File: config.mk
export PLATFORM = sky130hd
export DESIGN_NAME = video_timing_gen
export DESIGN_NICKNAME = d
export VERILOG_FILES = /design/src/rtl/video_pkg.sv /design/src/rtl/sig_delay.sv /design/src/rtl/video_timing_gen.sv
export SDC_FILE = /design/constraint.sdc
export NUM_CORES = 1
export LEC_CHECK = 0
export BUFFER_PORTS_ARGS = -buffer_cell sky130_fd_sc_hd__buf_4
export CORE_MARGIN = 2
export CORE_UTILIZATION = 40
export DETAILED_ROUTE_END_ITERATION = 16
export PLACE_DENSITY = 0.63
export SLEW_MARGIN = 0
export SYNTH_ARGS = -nofsm -noshare
export SYNTH_HDL_FRONTEND = slang
export SYNTH_HIERARCHICAL = 1
export SYNTH_SLANG_ARGS = --single-unit
File: constraint.sdc
create_clock -name clk_pixel_in -period 3.5 [get_ports clk_pixel_in]
set_clock_uncertainty 0.1 [all_clocks]
set_input_delay 0.175 -clock clk_pixel_in [delete_from_list [all_inputs] [get_ports clk_pixel_in]]
set_output_delay 0.175 -clock clk_pixel_in [all_outputs]
set_load 0.005 [all_outputs]
File: src/rtl/video_pkg.sv
// Shared timing descriptions for the video output path.
package video_pkg;

    // One complete raster description: horizontal fields in pixels, vertical fields in lines.
    typedef struct packed {
        int unsigned h_active;
        int unsigned h_fp;
        int unsigned h_sync;
        int unsigned h_bp;
        int unsigned v_active;
        int unsigned v_fp;
        int unsigned v_sync;
        int unsigned v_bp;
        bit          hs_pol;
        bit          vs_pol;
    } video_timing_t;

    localparam video_timing_t TIMING_720P = '{
        h_active: 1280, h_fp: 110, h_sync: 40, h_bp: 220,
        v_active: 720,  v_fp: 5,   v_sync: 5,  v_bp: 20,
        hs_pol:   1'b1, vs_pol: 1'b1
    };

    localparam video_timing_t TIMING_480P = '{
        h_active: 640, h_fp: 16, h_sync: 96, h_bp: 48,
        v_active: 480, v_fp: 10, v_sync: 2,  v_bp: 33,
        hs_pol:   1'b0, vs_pol: 1'b0
    };

    // Total period of one axis (line length or frame height).
    function automatic int unsigned timing_total(input int unsigned active,
                                                 input int unsigned fp,
                                                 input int unsigned sync,
                                                 input int unsigned bp);
        return active + fp + sync + bp;
    endfunction

endpackage

File: src/rtl/sig_delay.sv
// Fixed-depth shift register with synchronous reset; DEPTH=0 is a plain wire.
module sig_delay #(
    parameter int unsigned      WIDTH   = 1,
    parameter int unsigned      DEPTH   = 1,
    parameter logic [WIDTH-1:0] RST_VAL = '0
) (
    input  logic             clk_i,
    input  logic             rst_i,
    input  logic [WIDTH-1:0] d_i,
    output logic [WIDTH-1:0] q_o
);

    if (DEPTH == 0) begin : g_bypass
        assign q_o = d_i;

        logic unused_clk_rst;
        assign unused_clk_rst = clk_i ^ rst_i;
    end else begin : g_shift
        logic [WIDTH-1:0] stage_q [DEPTH];

        // Shift one stage per cycle; reset loads every stage with the idle value.
        always_ff @(posedge clk_i) begin
            if (rst_i) begin
                for (int i = 0; i < int'(DEPTH); i++) begin
                    stage_q[i] <= RST_VAL;
                end
            end else begin
                stage_q[0] <= d_i;
                for (int i = 1; i < int'(DEPTH); i++) begin
                    stage_q[i] <= stage_q[i-1];
                end
            end
        end

        assign q_o = stage_q[DEPTH-1];
    end

endmodule

File: src/rtl/video_timing_gen.sv
// Parametrised raster timing generator: pixel/line counters plus sync, active-draw,
// new-frame and frame-count flags, with an optional flag delay to match renderer latency.
module video_timing_gen
    import video_pkg::*;
#(
    parameter int unsigned H_ACTIVE = TIMING_720P.h_active,
    parameter int unsigned H_FP     = TIMING_720P.h_fp,
    parameter int unsigned H_SYNC   = TIMING_720P.h_sync,
    parameter int unsigned H_BP     = TIMING_720P.h_bp,
    parameter int unsigned V_ACTIVE = TIMING_720P.v_active,
    parameter int unsigned V_FP     = TIMING_720P.v_fp,
    parameter int unsigned V_SYNC   = TIMING_720P.v_sync,
    parameter int unsigned V_BP     = TIMING_720P.v_bp,
    parameter int unsigned FPS      = 60,
    parameter bit          HS_POL   = TIMING_720P.hs_pol,
    parameter bit          VS_POL   = TIMING_720P.vs_pol,
    parameter int unsigned DELAY    = 0,
    localparam int unsigned H_TOTAL = timing_total(H_ACTIVE, H_FP, H_SYNC, H_BP),
    localparam int unsigned V_TOTAL = timing_total(V_ACTIVE, V_FP, V_SYNC, V_BP),
    // Widths floor at 1 so degenerate totals (e.g. FPS=1) still give a legal vector.
    localparam int unsigned HW      = (H_TOTAL > 1) ? $clog2(H_TOTAL) : 1,
    localparam int unsigned VW      = (V_TOTAL > 1) ? $clog2(V_TOTAL) : 1,
    localparam int unsigned FW      = (FPS > 1) ? $clog2(FPS) : 1
) (
    input  logic          clk_pixel_in,
    input  logic          rst_in,
    output logic [HW-1:0] hcount_out,
    output logic [VW-1:0] vcount_out,
    output logic          hs_out,
    output logic          vs_out,
    output logic          ad_out,
    output logic          nf_out,
    output logic [FW-1:0] fc_out
);

    if (H_ACTIVE == 0 || H_FP == 0 || H_SYNC == 0 || H_BP == 0 ||
        V_ACTIVE == 0 || V_FP == 0 || V_SYNC == 0 || V_BP == 0) begin : g_bad_timing
        $fatal(1, "video_timing_gen: every timing field must be >= 1");
    end
    if (FPS == 0) begin : g_bad_fps
        $fatal(1, "video_timing_gen: FPS must be >= 1");
    end
    if (DELAY > 15) begin : g_bad_delay
        $fatal(1, "video_timing_gen: DELAY must be <= 15");
    end

    localparam logic [HW-1:0] H_LAST     = HW'(H_TOTAL - 1);
    localparam logic [VW-1:0] V_LAST     = VW'(V_TOTAL - 1);
    localparam logic [HW-1:0] H_ACT      = HW'(H_ACTIVE);
    localparam logic [VW-1:0] V_ACT      = VW'(V_ACTIVE);
    localparam logic [HW-1:0] H_SYNC_ON  = HW'(H_ACTIVE + H_FP);
    localparam logic [HW-1:0] H_SYNC_OFF = HW'(H_ACTIVE + H_FP + H_SYNC);
    localparam logic [VW-1:0] V_SYNC_ON  = VW'(V_ACTIVE + V_FP);
    localparam logic [VW-1:0] V_SYNC_OFF = VW'(V_ACTIVE + V_FP + V_SYNC);
    localparam logic [FW-1:0] FC_LAST    = FW'(FPS - 1);

    localparam int unsigned   FLAG_W     = 4 + FW;
    localparam logic [FLAG_W-1:0] FLAG_IDLE = {~HS_POL, ~VS_POL, 1'b0, 1'b0, {FW{1'b0}}};

    logic [HW-1:0] hcount_q, hcount_d;
    logic [VW-1:0] vcount_q, vcount_d;
    logic          hs_q, hs_d;
    logic          vs_q, vs_d;
    logic          ad_q, ad_d;
    logic          nf_q, nf_d;
    logic [FW-1:0] fc_q, fc_d;

    // Next raster position and the flags that describe it, so flags and counts register together.
    always_comb begin
        hcount_d = hcount_q + HW'(1);
        vcount_d = vcount_q;
        if (hcount_q == H_LAST) begin
            hcount_d = '0;
            vcount_d = (vcount_q == V_LAST) ? '0 : vcount_q + VW'(1);
        end

        ad_d = (hcount_d < H_ACT) && (vcount_d < V_ACT);
        hs_d = ((hcount_d >= H_SYNC_ON) && (hcount_d < H_SYNC_OFF)) ? HS_POL : ~HS_POL;
        vs_d = ((vcount_d >= V_SYNC_ON) && (vcount_d < V_SYNC_OFF)) ? VS_POL : ~VS_POL;
        nf_d = (hcount_d == H_ACT) && (vcount_d == V_ACT);

        fc_d = fc_q;
        if (nf_d) begin
            fc_d = (fc_q == FC_LAST) ? '0 : fc_q + FW'(1);
        end
    end

    // Counter and flag registers; reset parks everything at (0,0) with syncs deasserted.
    always_ff @(posedge clk_pixel_in) begin
        if (rst_in) begin
            hcount_q <= '0;
            vcount_q <= '0;
            hs_q     <= ~HS_POL;
            vs_q     <= ~VS_POL;
            ad_q     <= 1'b0;
            nf_q     <= 1'b0;
            fc_q     <= '0;
        end else begin
            hcount_q <= hcount_d;
            vcount_q <= vcount_d;
            hs_q     <= hs_d;
            vs_q     <= vs_d;
            ad_q     <= ad_d;
            nf_q     <= nf_d;
            fc_q     <= fc_d;
        end
    end

    logic [FLAG_W-1:0] flags_now;
    logic [FLAG_W-1:0] flags_dly;

    assign flags_now = {hs_q, vs_q, ad_q, nf_q, fc_q};

    sig_delay #(
        .WIDTH   (FLAG_W),
        .DEPTH   (DELAY),
        .RST_VAL (FLAG_IDLE)
    ) u_flag_delay (
        .clk_i (clk_pixel_in),
        .rst_i (rst_in),
        .d_i   (flags_now),
        .q_o   (flags_dly)
    );

    // Counts are never delayed; only the flag bundle goes through the pipeline.
    assign hcount_out = hcount_q;
    assign vcount_out = vcount_q;
    assign hs_out     = flags_dly[FLAG_W-1];
    assign vs_out     = flags_dly[FLAG_W-2];
    assign ad_out     = flags_dly[FLAG_W-3];
    assign nf_out     = flags_dly[FLAG_W-4];
    assign fc_out     = flags_dly[FW-1:0];

endmodule

# --- Yosys cells after proc, flatten, opt, wreduce, memory -nomap -nowiden ---
# Cells that the tools add are included.
word_totals:
  regBits: 31
  latch_bits: 0
  ramBits: 0
  romBits: 0
  in_bits: 2
  output_inout_bits: 31
  word_cells: 31
  n_memories: 0
op_classes:
  n_addsub: 3
  multipliers: 0
  div_mod_pow: 0
  order_cmp: 6
  eq_ne: 5
  shifts: 0
  n_mux: 6
  bitwise: 0
  n_reduce_logical: 4
ops:
  columns: ["cell", "n"]
  rows:
  - ["11-bit == test, second input constant", 2]
  - ["11-bit < comparator, second input constant", 2]
  - ["10-bit == test, second input constant", 2]
  - ["10-bit < comparator, second input constant", 2]
  - ["10-bit two-way mux", 2]
  - ["11-bit by 1-bit adder with 11-bit output, second input constant", 1]
  - ["11-bit greater-or-equal comparator, second input constant", 1]
  - ["11-bit two-way mux", 1]
  - ["10-bit by 1-bit adder with 10-bit output, second input constant", 1]
  - ["10-bit greater-or-equal comparator, second input constant", 1]
  - ["6-bit by 1-bit adder with 6-bit output, second input constant", 1]
  - ["6-bit == test, second input constant", 1]
  - ["6-bit two-way mux", 1]
  - ["1-bit logical AND", 4]
  - ["1-bit two-way mux", 2]

# --- Depth between registers and ports, before layout ---
# Gate-level depths: netlist (run 1).
depth:
  depth_word: 6
  mapped_depth: 10
  depth_no_buf: 9

# --- Hierarchy ---
# The synthesis (run 1) kept the hierarchy.
by_module_without_submodules:
  columns: ["mod", "instances", "cells_each", "area_per_inst_um2", "seq_area_each_um2"]
  rows:
  - ["video_timing_gen", 1, 239, 1909.3, 620.6]
  - ["sig_delay", 1, 10, 75.1, 0.0]

# --- Worst setup path before layout (run 1) ---
# No wires, ideal clock.
synth_path:
  path_kind: "reg-to-reg"
  from: "reg hcount_q[0], in the netlist hcount_out[0]"
  to: "reg fc_q[0]"
  setup_ns: 0.071
  arrival_time_ns: 2.813
  required_ns: 3.329
  setup_slack_ns: 0.516
  path_stages_with_launch: 10
  path_buffers: 1
  period_less_slack_ns: 2.984
  path_cell_list: "dfxtp_1 > ha_1 > nand3_1 > or4b_1 > a21boi_0 > o221ai_1 > or4b_4 > buf_6 > or3_1 > a21oi_1"
synth_via:
  elab_chain_len: 4
  elab_cells_between_ends: 7
  classes_between: "add/sub (1); eq/ne (3); mux (2); reduce/logical (1)"
synth_rtl:
  columns: ["item", "line_no", "rtl"]
  rows:
  - ["start, declared", "video_timing_gen.sv:60", "logic [HW-1:0] hcount_q, hcount_d;"]
  - ["start signal, assigned", "video_timing_gen.sv:99", "hcount_q <= hcount_d;"]
  - ["11-bit by 1-bit adder with 11-bit output / 11-bit == test (equally long branches)", "video_timing_gen.sv:70, video_timing_gen.sv:72", null]
  - ["11-bit two-way mux / 10-bit two-way mux (equally long branches)", "video_timing_gen.sv:72", "if (hcount_q == H_LAST) begin"]
  - ["11-bit == test / 10-bit == test (equally long branches)", "video_timing_gen.sv:80", "nf_d = (hcount_d == H_ACT) && (vcount_d == V_ACT);"]
  - ["1-bit logical AND *", "video_timing_gen.sv:80", null]
  - ["end signal, assigned", "video_timing_gen.sv:97", "fc_q <= '0;"]
  - ["end signal, assigned", "video_timing_gen.sv:105", "fc_q <= fc_d;"]
  - ["end, declared", "video_timing_gen.sv:66", "logic [FW-1:0] fc_q, fc_d;"]
# Mark *: on every way between the ends. The rest lies on a longest branch, timed or not.
# A chain may end at the register's enable or synchronous reset.

# --- Worst setup path after layout (run 1) ---
layout_path:
  from: "reg hcount_q[0], in the netlist hcount_out[0]"
  to: "reg fc_q[2]"
# The elaborated chain is that of the path after synthesis.

==> results of run 1 <==
## synth_stat cells, types with 3 or more instances
cell and number:
xor2_1 3, nor3_1 19, and2_1 4, clkbuf_1 10, dfxtp_1 31, nand2_1 11
inv_1 8, a31oi_1 3, ha_1 5, or3_1 3, nor2b_1 4, nand2b_1 6
nand3_1 13, nor4_1 4, nand4_1 7, and3_1 3, xnor2_1 12, nor2_1 29
buf_4 10, a21oi_1 8, o21ai_0 9, mux2i_1 4
## power by group through the flow
| stage | clock network (mW) | registers (mW) | logic [mW] |
|---|---|---|---|
| floorplan | 0 | 0.368 | 0.0219 |
| global placement | 0 | 0.369 | 0.0297 |
| detailed placement | 0 | 0.370 | 0.0294 |
| CTS | 0.266 | 0.362 | 0.0294 |
| global route | 0.282 | 0.363 | 0.0331 |
| finish | 0.255 | 0.362 | 0.0294 |
## per-stage QoR
step	hold slack (ns)	area, sq um	cells	total power [mW]	utilization (%)
floorplan	0.147	1980	249	0.390	-
global placement	0.404	2220	332	0.399	46.7
detailed placement	0.407	2220	332	0.399	46.7
CTS	0.140	2290	338	0.658	48.2
global route	0.160	2290	338	0.678	48.2
finish	0.150	2290	338	0.647	48.2
## state kept, by name (all words and copies together) (netlist names)
register,count
fc_q,6
hs_q,1
vcount_out,10
hcount_out,11
nf_q,1
ad_q,1
vs_q,1
## metal layers
metal	share of wire (%)	up-vias	wire length, um	GRT usage, %
met4	1.6	0	76	6.15
met5	0	-	0	0
met2	45	52	2080	28.1
met3	5.6	10	260	5.28
li1	-	935	-	-
met1	48	862	2210	24.0
## cell families after synthesis
family                     synth area share, %
buffers and inverters                     8.32
muxes                                     2.02
xor gates and xnor gates                  6.62
DFF                                       31.3
and+or+nand+nor                           34.0
AOI/OAI and AO/OA                         14.1
adders and majority gates                 3.66
## worst paths after layout
| check | end | slack, ns | depth (start not counted) |
|---|---|---|---|
| setup reg to reg | fc_q[2]$_SDFFE_PP0P_ | 0.31 | 8 |
| hold / removal | hcount_out[10]$_SDFF_PP0_ | 0.15 | 2 |
| hold reg to reg | fc_q[5]$_SDFFE_PP0P_ | 0.41 | 2 |
| setup / recovery | fc_q[2]$_SDFFE_PP0P_ | 0.31 | 8 |
## worst max-delay path: cells and delay by family, from the launching register on
kind,cells,cell delay [ns]
flops,1,0.45
simple gates,4,1.78
fa+ha+maj,1,0.32
compound gates,3,0.47
## area by class of cell
class                   count  area, sq um  share of cell area (%)
multi-input cells         188         1200                    52.3
flip-flops and latches     31          621                    27.1
repair buffers             38          285                    12.5
well taps                  67         83.8                    3.66
clock buffers               6         72.6                    3.17
inverters                   8         30.0                    1.31
==> results_dict.tcl, run 1 <==
set metrics [dict create \
    cts_tree "built" \
    ctsRootBufferMaster "clkbuf_8" \
    critPathKind "flip-flop to flip-flop" \
    ys.flop_type "dfxtp_1" \
    slowest_stage "or4b_4" \
    timing.critical_path.required_ns 3.62 \
    worstPathArrival_ns 3.31 \
    drv.max_cap_violation_count 0 \
    cp-startpoint "hcount_out[0]$_SDFF_PP0_" \
    dr.pass1.iters 4 \
    grt_pass1_vias 1636 \
    die_w_um 74.4 \
    power.leakage_nw 0.845 \
    htree_levels 2 \
    synth_warnings 6 \
    rsz0062_at_grt "false" \
    die_h_um 74.4 \
    p_per_area_nw_per_um2 282 \
    p_sw_share_pct 22.5 \
    pwr-share-clk_pct 39.4 \
    tightest_slew_ns 0.604 \
    cpMostUsedCell "or4b_1" \
    period_needed_ns 3.19 \
    path_max_fanout 11 \
    start_kind "flip-flop" \
    power_switching_uw 145 \
    nNetsFinal 279 \
    core_sq_um 4750 \
    clkSinkCount 31 \
    hpwl_um 3490 \
    grt_antenna_before_repair 0 \
    routedWlPerCell_um 13.7 \
    syn_to_final_growth_pct 15.4 \
    async_flop_share_pct 0 \
    yosysSeqAreaShare_pct 31.3 \
    num_rows 25 \
    cts_made_buffers 5 \
    ant_nets 0 \
    drc 0 \
    p_seq_share_pct 56.0 \
    fillers 502 \
    synth_edf_count 0 \
    ys_types 54 \
    mostFrequentLayoutCells "38 x buf_4, 31 x dfxtp_1, 29 x nor2_1" \
    netlist_area_sq_um 1980 \
    maxSlewHeadroom_pct 59.2 \
    setup_ws_ns 0.309 \
    diodes 0 \
    reg2reg_from "hcount_out[0]$_SDFF_PP0_" \
    max_freq_mhz 313 \
    ir_drop_mv 0.132 \
    synthCells 249 \
    wirelength_um 4630 \
    grt_first_pass_wirelength_um 7670 \
    status "finished, final reports clean" \
    combPwrFrac_pct 4.5 \
    cts_resized 0 \
    grt_max_degree 26 \
    clk_latency_ns 0.28 \
    cts_setup_buffers 0 \
    ys_ff_latch 31 \
    clk_pin_slew_ns 0.06 \
    cp-end-kind "flip-flop" \
    drv_slew 0 \
    cts_buffer_depth 2 \
    avgSynthCellArea_sq_um 7.97 \
    overflow 0 \
    max_stage_delay_ns 0.64 \
    io_pins 33 \
    finalSetupViolCount 0 \
    p_int_uw 502 \
    avgViaCountPerCell 5.50 \
    dp_slack_ns 0.345 \
    setup_tns_ns 0 \
    synthTopCellsByArea "dfxtp_1 31%, nor2_1 5.5%, xnor2_1 5.3%, nor3_1 4.8%, buf_4 3.8%" \
    layout_commonest_cell "buf_4" \
    io_buffers 32 \
    start_util_pct 41.7 \
    synth_top_area_share_pct 31.3 \
    initialDrtViolationCount 112 \
    cts_hold_buffers 0 \
    yosysTopAreaCell "dfxtp_1" \
    hp-start "rst_in" \
    final-hold-violation-count 0 \
    syn_nets 256 \
    place.gp.congestion 0.912 \
    min_path_type "input port to flip-flop" \
    dr_total_vias 1859 \
    drive_gt1_share_pct 18.8 \
    timing.final.crit_share_pct 91.2 \
    grt_util_all_layers_pct 18.1 \
    fp.dieArea_sq_um 5540 \
    worstPathCellList "ha_1 > nand3_1 > or4b_1 > a21boi_0 > o221ai_1 > or4b_4 > or4b_1 > a21oi_1" \
]
Note: power is estimated with default switching activity, not from simulation.
==> run 2: changes to the inputs <==
Settings changed: PLACE_DENSITY 0.63 to 0.65.
Clock period 3.5 ns to 2.7 ns, I/O delays scaled along.
==> results_dict.tcl, run 2 (synthesis results as in run 1) <==
set metrics [dict create \
    status "complete, but fails checks" \
    violations "setup timing" \
    drv.max_cap_violation_count 0 \
    overflow 0 \
    fillers 446 \
    ir_drop_mv 0.182 \
    timing.final.crit_share_pct 107 \
    initialDrtViolationCount 196 \
    worstPathCellList "or3_4 > or4_4 > o31ai_4 > o21bai_1 > or4b_4 > or4b_4 > a21oi_2" \
    grt_first_pass_wirelength_um 8780 \
    critPathKind "flip-flop to flip-flop" \
    nNetsFinal 327 \
    num_rows 25 \
    dr.pass1.iters 4 \
    place.gp.congestion 0.869 \
    max_freq_mhz 346 \
    tightest_slew_ns 0.627 \
    layout_commonest_cell "buf_4" \
    p_per_area_nw_per_um2 316 \
    p_sw_share_pct 24.5 \
    p_int_uw 668 \
    period_needed_ns 2.89 \
    p_seq_share_pct 53.0 \
    start_kind "flip-flop" \
    drive_gt1_share_pct 38.6 \
    clk_latency_ns 0.29 \
    final-hold-violation-count 0 \
    setup_ws_ns -0.187 \
    setup_tns_ns -0.702 \
    max_stage_delay_ns 0.52 \
    syn_to_final_growth_pct 41.4 \
    grt_util_all_layers_pct 20.9 \
    dr_total_vias 2070 \
    mostFrequentLayoutCells "85 x buf_4, 29 x nor2_1, 26 x dfxtp_1" \
    die_w_um 74.4 \
    grt_max_degree 26 \
    rsz0062_at_grt "true" \
    drv_slew 0 \
    finalSetupViolCount 6 \
    largest_reg_flops 11 \
    io_buffers 32 \
    wirelength_um 5500 \
    slowest_stage "or4_4" \
    die_h_um 74.4 \
    ctsRootBufferMaster "clkbuf_8" \
    avgViaCountPerCell 5.34 \
    regArea_sq_um 634 \
    cts_buffer_depth 2 \
    fp.dieArea_sq_um 5540 \
    cts_made_buffers 5 \
    worstPathArrival_ns 3.02 \
    grt_pass1_vias 1885 \
    min_path_type "input port to flip-flop" \
    routedWlPerCell_um 14.2 \
    io_pins 33 \
    htree_levels 2 \
    pwr-share-clk_pct 40.3 \
    cts_hold_buffers 0 \
    path_max_fanout 4 \
    hold_slack_ns 0.103 \
    power.leakage_nw 1.15 \
    timing.critical_path.required_ns 2.83 \
    ant_nets 0 \
    maxSlewHeadroom_pct 57.6 \
    multi_input_area_sq_um 1320 \
    cpMostUsedCell "or4b_4" \
    core_sq_um 4750 \
    power_switching_uw 217 \
    clk_pin_slew_ns 0.07 \
    hpwl_um 4090 \
    grt_antenna_before_repair 0 \
    start_util_pct 41.7 \
    diodes 0 \
    cts_tree "built" \
    drc 0 \
    cp-end-kind "flip-flop" \
    clkSinkCount 31 \
    combPwrFrac_pct 6.7 \
]
## run 2: per-stage QoR
| step | power, mW | std cells | setup WS [ns] | util [%] | instance area, sq um |
|---|---|---|---|---|---|
| 6_report | 0.885 | 388 | -0.187 | 59.0 | 2810 |
| 5_1_grt | 0.918 | 388 | -0.272 | 59.0 | 2810 |
| 2_1_floorplan | 0.512 | 249 | -0.0703 | - | 2030 |
| 3_3_place_gp | 0.535 | 372 | -0.121 | 53.8 | 2560 |
| 3_5_place_dp | 0.537 | 372 | -0.206 | 53.8 | 2560 |
| 4_1_cts | 0.896 | 387 | -0.173 | 57.0 | 2710 |
## run 2: power by group through the flow
stage                     Clock [mW]  Combinational (mW)  Sequential (mW)
final                          0.357              0.0593            0.469
after global placement             0              0.0558            0.480
after floorplan                    0              0.0322            0.479
after CTS                      0.368              0.0590            0.470
after global routing           0.384              0.0647            0.469
after detailed placement           0              0.0567            0.480
## run 2: final timing paths
kind | start | to | slack, ns | cells past startpoint
worst max-delay path | hcount_out[7]$_SDFF_PP0_ | fc_q[2]$_SDFFE_PP0P_ | -0.19 | 7
worst min-delay path | rst_in | fc_q[3]$_SDFFE_PP0P_ | 0.10 | 2
worst max register to register | hcount_out[7]$_SDFF_PP0_ | fc_q[2]$_SDFFE_PP0P_ | -0.19 | 7
worst min register to register | fc_q[0]$_SDFFE_PP0P_ | fc_q[0]$_SDFFE_PP0P_ | 0.43 | 2
## run 2: per-layer routing
metal	wire (um)	vias up	track usage, %
met5	0	-	0
met4	110	0	7.54
met3	267	10	4.61
met2	2610	60	33.0
met1	2510	971	27.9
li1	-	1029	-
## run 2: worst max-delay path, delay by kind of cell (launching register included)
family             cells  cell delay (ns)
AOI/OAI and AO/OA      3             0.47
DFF                    1             0.35
and+or+nand+nor        4             1.91
## run 2: layout make-up
| cell class | instances | area share, % |
|---|---|---|
| clock buffers | 5 | 2.45 |
| inverters | 8 | 1.07 |
| flip-flops and latches | 31 | 22.6 |
| clock inverters | 3 | 0.535 |
| repair buffers | 86 | 23.1 |
| multi-input cells | 188 | 47.2 |
| well taps | 67 | 2.99 |
## run 2: timing repair
item,4_1_cts,5_1_grt
setup endpoints to repair,6,8
cloned,0,0
hold endpoints to repair,0,0
gates resized for setup,5,16
pin swaps,5,6
buffers inserted,7,4
==> run 3: changes to the inputs <==
Settings changed: ABC_AREA set to 1, CORE_MARGIN 2 to unset.
==> results_dict.tcl, run 3 <==
set metrics [dict create \
    fillers 548 \
    synth_top_family_by_area "simple AND/OR/NAND/NOR gates" \
    clkSinkCount 31 \
    setup_ws_ns 0.313 \
    finalSetupViolCount 0 \
    min_path_type "input port to flip-flop" \
    grt_util_all_layers_pct 19.9 \
    r2r_slack_ns 0.31 \
    place.gp.congestion 0.851 \
    synth_fa_ha_area_share_pct 2.82 \
    cp-end-kind "flip-flop" \
    ctsRootBufferMaster "clkbuf_8" \
    nNetsFinal 372 \
    io_pins 33 \
    cts_buffer_depth 2 \
    drv.max_cap_violation_count 0 \
    die_w_um 76.5 \
    dp_slack_ns 0.235 \
    num_rows 26 \
    cts_setup_buffers 0 \
    period_needed_ns 2.39 \
    overflow 0 \
    yosysMostFrequentCell "nand2_1" \
    mostFrequentLayoutCells "77 x nand2_1, 47 x nor2_1, 43 x inv_1" \
    timing.critical_path.required_ns 2.75 \
    fin_area_sq_um 2560 \
    initialDrtViolationCount 162 \
    start_util_pct 42.4 \
    dr_total_vias 2190 \
    synthTopCellsByArea "dfxtp_1 28%, nand2_1 13%, nor2_1 8.0%, inv_1 7.3%, nand4_1 5.9%" \
    rsz0062_at_grt "false" \
    yosysSeqAreaShare_pct 28.0 \
    cts_hold_buffers 0 \
    cts_made_buffers 5 \
    p_per_area_nw_per_um2 389 \
    io_buffers 32 \
    synth_xor_area_share_pct 2.37 \
    ys_types 29 \
    fp.dieArea_sq_um 5850 \
    drive_gt1_share_pct 21.3 \
    ant_nets 0 \
    diodes 0 \
    tightest_slew_ns 0.524 \
    drv_slew 0 \
    grt_pass1_vias 2077 \
    synth.area.mux_share_pct 0 \
    synth_simple_gate_area_share_pct 47.4 \
    netlist_area_sq_um 2220 \
    avgViaCountPerCell 5.02 \
    rr_worst_depth 14 \
    synth-compound-area-share_pct 6.32 \
    power_uw 996 \
    grt_first_pass_wirelength_um 9550 \
    synthCells 342 \
    maxSlewHeadroom_pct 64.7 \
    layout_commonest_cell "nand2_1" \
    clk_pin_slew_ns 0.07 \
    max_freq_mhz 419 \
    largest_reg_flops 11 \
    async_flop_share_pct 0 \
    die_h_um 76.5 \
    final-hold-violation-count 0 \
    core_sq_um 5240 \
    place_area_sq_um 2440 \
    cts_tree "built" \
    status "finished, final reports clean" \
    worstPathArrival_ns 2.44 \
    avgSynthCellArea_sq_um 6.49 \
    synth_warnings 6 \
    ys.flop_type "dfxtp_1" \
    rr_endpoint "fc_q[1]$_SDFFE_PP0P_" \
    htree_levels 2 \
    syn_nets 349 \
    yosysTopAreaCell "dfxtp_1" \
    path_max_fanout 8 \
    synth_top_area_share_pct 28.0 \
    hpwl_um 4180 \
    cts_resized 0 \
    hp-start "rst_in" \
    start_kind "flip-flop" \
    hold-path-cell-count 2 \
    wirelength_um 5360 \
    dr.pass1.iters 4 \
    power.leakage_nw 1.14 \
    reg2reg_from "hcount_out[0]$_SDFF_PP0_" \
    synth_edf_count 0 \
    drc 0 \
    routedWlPerCell_um 12.3 \
    syn_to_final_growth_pct 15.5 \
    critPathKind "flip-flop to flip-flop" \
    ir_drop_mv 0.387 \
    clk_latency_ns 0.28 \
    yosys-top-cells-count "77 x nand2_1, 47 x nor2_1, 43 x inv_1" \
    ys_ff_latch 31 \
    grt_max_degree 28 \
    min_to "nf_q$_SDFF_PP0_" \
    timing.final.crit_share_pct 88.4 \
    grt_antenna_before_repair 0 \
    setup_tns_ns 0 \
]
run 3: cell count changes after synthesis, moves of 10 or more:
cell	previous run	this run
nand2_1	11	77
a21oi_1	8	18
nor3_1	19	6
inv_1	8	43
nor2_1	29	47
nand4_1	7	21
xnor2_1	12	1
nand3_1	13	24
run 3: worst max path at each step:
stage / from / to / slack (ns) / cells after the start
floorplan: vcount_out[0]$_SDFF_PP0_ / fc_q[4]$_SDFFE_PP0P_ / 0.69 / 12
global placement: hcount_out[0]$_SDFF_PP0_ / fc_q[4]$_SDFFE_PP0P_ / 0.24 / 12
detailed placement: hcount_out[0]$_SDFF_PP0_ / fc_q[1]$_SDFFE_PP0P_ / 0.23 / 12
CTS: hcount_out[0]$_SDFF_PP0_ / fc_q[1]$_SDFFE_PP0P_ / 0.22 / 12
global route: vcount_out[0]$_SDFF_PP0_ / fc_q[0]$_SDFFE_PP0P_ / 0.06 / 12
finish: hcount_out[0]$_SDFF_PP0_ / fc_q[1]$_SDFFE_PP0P_ / 0.31 / 14
run 3: metrics by stage:
stage,util (%),hold WS [ns],instances
2_1_floorplan,-,0.326,342
3_3_place_gp,46.5,0.406,428
3_5_place_dp,46.5,0.411,428
4_1_cts,48.8,0.119,436
5_1_grt,48.9,0.129,436
6_report,48.9,0.122,436
run 3: area by class of cell:
cell class                 instances  area, sq um  share of cell area, %
multi-input combinational        247         1320                   51.3
sequential                        31          621                   24.2
timing repair buffer              32          240                   9.38
inverter                          48          180                   7.03
tap                               70         87.6                   3.42
clock buffer                       6         82.6                   3.22
clock inverter                     2         35.0                   1.37
run 3: worst max-delay path, cell delays in order (launching register included):
cell and delay [ns]:
dfxtp_1 0.50, ha_1 0.26, inv_1 0.08, nor2_1 0.11, nand3_2 0.09, nor2_4 0.20, nand2_1 0.08, nand2_1 0.06
nand2_1 0.10, nor2_4 0.16, nand2_2 0.10, nor2_8 0.13, nand3_2 0.14, nand2_1 0.09, a21oi_1 0.06
run 3: report_power, final:
group	internal (mW)	total (mW)	switching, mW
Combinational	0.0183	0.0499	0.0317
Clock	0.299	0.476	0.178
Sequential	0.462	0.470	0.00826
Total	0.779	0.996	0.218
run 3: logic make-up after synthesis:
family	count (synthesis)
adder cells (fa/ha/maj)	5
XOR/XNOR	6
AND/OR/NAND/NOR	210
buffers and inverters	64
flip-flops	31
AO/OA/AOI/OAI	26
run 3: metal layers:
layer  global-route usage [%]  vias up  routed length [um]
li1                         -     1132                   -
met1                     26.2     1006                2590
met2                     32.5       44                2480
met3                     4.19        8                 229
met4                     5.96        0                  56
met5                        0        -                   0
